File: src/rtl/freq_meter_hz.sv
// Gated frequency meter: counts rising edges of an asynchronous input over contiguous
// GATE_CYCLES windows. Define FREQ_METER_GLITCH_FILTER_EN to add a 3-sample majority filter.
module freq_meter_hz #(
  parameter int unsigned GATE_CYCLES = 12_000_000,
  parameter int unsigned CNT_W       = 32
) (
  input  logic             clk,
  input  logic             rst,
  input  logic             enable,
  input  logic             sig_in,
  output logic [CNT_W-1:0] freq_hz,
  output logic             valid,
  output logic             overflow,
  output logic             busy
);

  localparam int unsigned GATE_W = (GATE_CYCLES > 1) ? $clog2(GATE_CYCLES) : 1;

  localparam logic [1:0] S_IDLE = 2'd0;
  localparam logic [1:0] S_SYNC = 2'd1;
  localparam logic [1:0] S_GATE = 2'd2;

`ifdef FREQ_METER_GLITCH_FILTER_EN
  localparam logic [1:0] SYNC_LAST = 2'd3;
`else
  localparam logic [1:0] SYNC_LAST = 2'd1;
`endif

  localparam logic [GATE_W-1:0] GATE_LAST = GATE_W'(GATE_CYCLES - 1);
  localparam logic [CNT_W-1:0]  CNT_MAX   = '1;

  logic              sync1_q, sync2_q, prev_q;
  logic              sig_cur, rise;
  logic [1:0]        state_q, state_d;
  logic [1:0]        sync_cnt_q, sync_cnt_d;
  logic [GATE_W-1:0] gate_cnt_q, gate_cnt_d;
  logic [CNT_W-1:0]  edge_cnt_q, edge_cnt_d;
  logic              sat_q, sat_d;
  logic [CNT_W-1:0]  freq_q, freq_d;
  logic              ovf_q, ovf_d;
  logic              valid_q, valid_d;
  logic [CNT_W-1:0]  sum_sat;
  logic              sum_ovf;

`ifdef FREQ_METER_GLITCH_FILTER_EN
  logic [1:0] hist_q;
  logic       filt_q;
  assign sig_cur = filt_q;
`else
  assign sig_cur = sync2_q;
`endif

  assign rise    = sig_cur & ~prev_q;
  assign sum_ovf = rise && (edge_cnt_q == CNT_MAX);
  assign sum_sat = sum_ovf ? CNT_MAX : edge_cnt_q + {{(CNT_W-1){1'b0}}, rise};

  always_comb begin
    // NOTE: every output of this block gets a default first so no path infers a latch.
    state_d    = state_q;
    sync_cnt_d = sync_cnt_q;
    gate_cnt_d = gate_cnt_q;
    edge_cnt_d = edge_cnt_q;
    sat_d      = sat_q;
    freq_d     = freq_q;
    ovf_d      = ovf_q;
    valid_d    = 1'b0;

    case (state_q)
      S_IDLE: begin
        gate_cnt_d = '0;
        edge_cnt_d = '0;
        sat_d      = 1'b0;
        sync_cnt_d = '0;
        if (enable) state_d = S_SYNC;
      end
      S_SYNC: begin
        if (!enable)                     state_d    = S_IDLE;
        else if (sync_cnt_q == SYNC_LAST) state_d    = S_GATE;
        else                             sync_cnt_d = sync_cnt_q + 2'd1;
      end
      S_GATE: begin
        // The final cycle closes the window regardless of enable, so windows abut.
        if (gate_cnt_q == GATE_LAST) begin
          freq_d     = sum_sat;
          ovf_d      = sat_q | sum_ovf;
          valid_d    = 1'b1;
          gate_cnt_d = '0;
          edge_cnt_d = '0;
          sat_d      = 1'b0;
          if (!enable) state_d = S_IDLE;
        end else if (!enable) begin
          state_d    = S_IDLE;
          gate_cnt_d = '0;
          edge_cnt_d = '0;
          sat_d      = 1'b0;
        end else begin
          gate_cnt_d = gate_cnt_q + GATE_W'(1);
          edge_cnt_d = sum_sat;
          sat_d      = sat_q | sum_ovf;
        end
      end
      default: state_d = S_IDLE;
    endcase
  end

  // NOTE: rst is sampled on clk like any other input; all flops, including the synchronizer, clear.
  always_ff @(posedge clk) begin
    if (rst) begin
      sync1_q    <= 1'b0;
      sync2_q    <= 1'b0;
      prev_q     <= 1'b0;
`ifdef FREQ_METER_GLITCH_FILTER_EN
      hist_q     <= '0;
      filt_q     <= 1'b0;
`endif
      state_q    <= S_IDLE;
      sync_cnt_q <= '0;
      gate_cnt_q <= '0;
      edge_cnt_q <= '0;
      sat_q      <= 1'b0;
      freq_q     <= '0;
      ovf_q      <= 1'b0;
      valid_q    <= 1'b0;
    end else begin
      // NOTE: non-blocking assignments so every flop samples pre-edge values.
      sync1_q    <= sig_in;
      sync2_q    <= sync1_q;
`ifdef FREQ_METER_GLITCH_FILTER_EN
      hist_q     <= {hist_q[0], sync2_q};
      filt_q     <= (sync2_q & hist_q[0]) | (sync2_q & hist_q[1]) | (hist_q[0] & hist_q[1]);
`endif
      prev_q     <= sig_cur;
      state_q    <= state_d;
      sync_cnt_q <= sync_cnt_d;
      gate_cnt_q <= gate_cnt_d;
      edge_cnt_q <= edge_cnt_d;
      sat_q      <= sat_d;
      freq_q     <= freq_d;
      ovf_q      <= ovf_d;
      valid_q    <= valid_d;
    end
  end

  assign freq_hz  = freq_q;
  assign overflow = ovf_q;
  assign valid    = valid_q;
  assign busy     = (state_q == S_SYNC) || (state_q == S_GATE);

endmodule

File: config.mk
export PLATFORM = sky130hd
export DESIGN_NAME = freq_meter_hz
export DESIGN_NICKNAME = d
export VERILOG_FILES = /design/src/rtl/freq_meter_hz.sv
export SDC_FILE = /design/constraint.sdc
export NUM_CORES = 1
export LEC_CHECK = 0
export BUFFER_PORTS_ARGS = -buffer_cell sky130_fd_sc_hd__buf_2
export CAP_MARGIN = 20
export CELL_PAD_IN_SITES_DETAIL_PLACEMENT = 0
export CELL_PAD_IN_SITES_GLOBAL_PLACEMENT = 1
export CORE_MARGIN = 2
export CORE_UTILIZATION = 42
export DETAILED_ROUTE_END_ITERATION = 12
export PLACE_DENSITY = 0.79
export SYNTH_ARGS = -nofsm -noshare
export SYNTH_HDL_FRONTEND = slang
export SYNTH_SLANG_ARGS = --single-unit
File: constraint.sdc
create_clock -name clk -period 6.4 [get_ports clk]
set_input_delay 0.64 -clock clk [delete_from_list [all_inputs] [get_ports clk]]
set_output_delay 0.64 -clock clk [all_outputs]
set_load 0.03 [all_outputs]
==> results.md <==
* Total congestion overflow at 0
* Leak at 0.00197 uW
* Final hold violations at 0
* Register bit total from synthesis at 98
* CTS Hold Bufs at 0
* Antenna viol nets, final at 0
* Largest net degree at the start of global routing at 55
* Initial Util at 0.426
* Power Density at 217 nW/um^2
* Wire length per cell at 15.8 um
* Ant diodes at 0
* Synth cell types at 58
* Fillers at 1164
* Root Driver: clkbuf_16
* Worst EP arrival at 3.20 ns
* Inserted Clock Buffers at 9
* Initial antenna violation count at 0
* Number of synthesized flops with an enable pin at 0
* IO buf count at 38
* Post-Route WL at 12200 um
* CTS sink cnt at 98
* Setup WS pre-CTS at 3.48 ns
* Mapped Nets at 620
* Data required, critical path at 6.66 ns
* Setup Buffers After CTS at 0
* Crit path largest cell delay at 0.89 ns
* FMAX at 0.341 GHz
* CP top delay family: simple AND/OR/NAND/NOR gates
* Pint at 926 uW
* Final Cycle Share at 0.458
* Mapped cell area at 5070 um^2
* First-pass GRT wire length at 20300 um
* Drt drc at 0
* CTS tree: yes
* Post-synth ARST share at 0
* Die outline width at 114 um
* Vias in the first global route at 4083
* DRT iter0 DRCs at 250
* Synth Area per Inst at 8.32 um^2
* Post_cts resized at 0
* Main synth FF type: dfxtp_1
* Tmin final at 2.93 ns
* Worst min-delay path category: flop to flop
* Synth Instances at 609
* Clk Latency, worst-skew pair at 0.35 ns
* Sum Neg Setup Slack at 0 ns
* Setup crit end kind: flop
* Overall Global Routing Usage at 0.197
* CP bufs+invs at 0
* # H-tree levels at 3
* Clock group share of total power at 0.451
* RePlAce Congestion at 0.810
* Critical-path top delay cell: nor4_4
* Fin Clk Skew at 0.00889 ns
* Switching Power at 274 uW
* Die height at 114 um
* P&R area growth vs syn at 9.23%
* Clk buf depth at 2
* Post-detail-place hpwl at 8180 um
* Combinational Power Share at 0.038
* Status: completed
* Share of power burned in registers at 0.512
* FP Rows at 40
* Worst rel slew slack at 0.317
* Die area at 13000 um^2
* Unrepaired setup endpoints after global routing: no
* Pre-antenna DRT Iters at 5
* Final #Nets at 631
* Core box area at 11900 um^2
* Worst-Margin Slew at 1.02 ns
* Clk slew on worst S/H paths at 0.07 ns
* Worst setup margin at 3.47 ns
* CP startpoint kind: flop
* Vias at 4410
* Yosys Warn Count at 0
* Fraction of layout cells with a size suffix above 1 at 0.134
* Critical-path cell list: and4_1 -> nand3_2 -> nor4_4 -> nor2_1 -> a211oi_1
* Max Fanout on Critical Path at 23
* Routed vias/inst at 5.71
* Seq/Total Area, Yosys at 0.387
* Endpoints failing setup at 0
* Final Max Tran Viols at 0
* # IOs at 39
* Number of max-cap violations at 0
* VDD IR-drop max at 188 uV
* Sw Ratio at 0.228
* WS Path Type: flop to flop
## power by group through the flow
stage | sequential (uW) | clock (uW) | combinational [uW]
after floorplan | 627 | 0 | 35.2
after global placement | 628 | 0 | 44.0
after detailed placement | 628 | 0 | 45.3
after CTS | 614 | 550 | 45.3
after global routing | 614 | 577 | 51.5
final | 614 | 541 | 45.1
## cells in the final DEF, fill, tap and decap left out, types with 4 or more instances in the layout
cell,count
xnor2_1,27
a311oi_1,6
nand4_1,13
nand2b_1,4
xor2_1,17
o21bai_1,9
and4_1,12
and2_1,4
buf_2,38
nor4_1,11
nor2_1,82
a211oi_1,17
nand3_1,18
a31oi_1,8
a21bo_2,12
dfxtp_1,98
nor4_2,4
clkinv_2,4
a21oi_1,29
o31ai_1,9
or3_1,4
nor2b_1,9
nor3_1,18
nand2_1,32
ha_1,7
o21ai_0,49
clkbuf_16,9
buf_4,4
and3_1,11
inv_1,25
## state kept, by name, summed over array words and instances (netlist names), 2 cells and up
register,flops
edge_cnt_q,32
gate_cnt_q,24
freq_hz,32
state_q,2
sync_cnt_q,2
## per-layer routing
metal	share of wire	wire (um)	vias up	track usage
met2	0.47	5700	93	0.315
met4	0.018	223	0	0.0642
li1	-	-	2188	-
met1	0.47	5790	2112	0.258
met3	0.042	511	17	0.0537
met5	0	0	-	0
## layout make-up
type / instances / area [um^2] / share of cell area
well taps: 147 / 184 / 0.0332
clock inverters: 6 / 57.6 / 0.0104
repair buffers: 42 / 220 / 0.0398
flip-flops and latches: 98 / 1960 / 0.354
multi-input cells: 444 / 2790 / 0.504
inverters: 25 / 93.8 / 0.0169
clock buffers: 10 / 229 / 0.0414
## synth_stat cells, types with 11 or more instances
| library cell | n | area, um^2 |
|---|---|---|
| nor4_1 | 11 | 68.8 |
| nor2_1 | 82 | 308 |
| a21bo_2 | 12 | 120 |
| and4_1 | 12 | 105 |
| o21ai_0 | 49 | 245 |
| xor2_1 | 17 | 149 |
| a211oi_1 | 17 | 128 |
| clkbuf_1 | 23 | 86.3 |
| inv_1 | 25 | 93.8 |
| xnor2_1 | 27 | 236 |
| dfxtp_1 | 98 | 1960 |
| nand3_1 | 18 | 90.1 |
| nand2_1 | 32 | 120 |
| nand4_1 | 13 | 81.3 |
| a21oi_1 | 29 | 145 |
| nor3_1 | 18 | 90.1 |
| and3_1 | 11 | 68.8 |
## cells by family (layout without fill, tap and decap cells)
kind of cell,after synthesis,in the layout,synth area share
DFF,98,98,0.387
buffers and inverters,67,83,0.0624
AOI/OAI and AO/OA,153,153,0.196
adders and majority gates,7,7,0.0173
and+or+nand+nor,240,240,0.261
xor gates and xnor gates,44,44,0.0760
## worst paths after layout
kind | start | end | slack, ns | depth (start not counted)
worst min register to register | sync1_q | sig_cur | 0.45 | 1
worst max-delay path | edge_cnt_q[15] | freq_hz[30] | 3.47 | 5
worst max register to register | edge_cnt_q[15] | freq_hz[30] | 3.47 | 5
worst min-delay path | sync1_q | sig_cur | 0.45 | 1
## through the flow
| step | util | power (uW) | hold slack (ns) | instances | area [um^2] |
|---|---|---|---|---|---|
| after global placement | 0.441 | 672 | 0.447 | 756 | 5250 |
| after global routing | 0.465 | 1240 | 0.467 | 772 | 5540 |
| after detailed placement | 0.441 | 673 | 0.447 | 756 | 5250 |
| after floorplan | - | 663 | 0.414 | 609 | 5070 |
| after CTS | 0.465 | 1210 | 0.457 | 772 | 5540 |
| final | 0.465 | 1200 | 0.454 | 772 | 5540 |
Power figures use the tool's default switching activity.
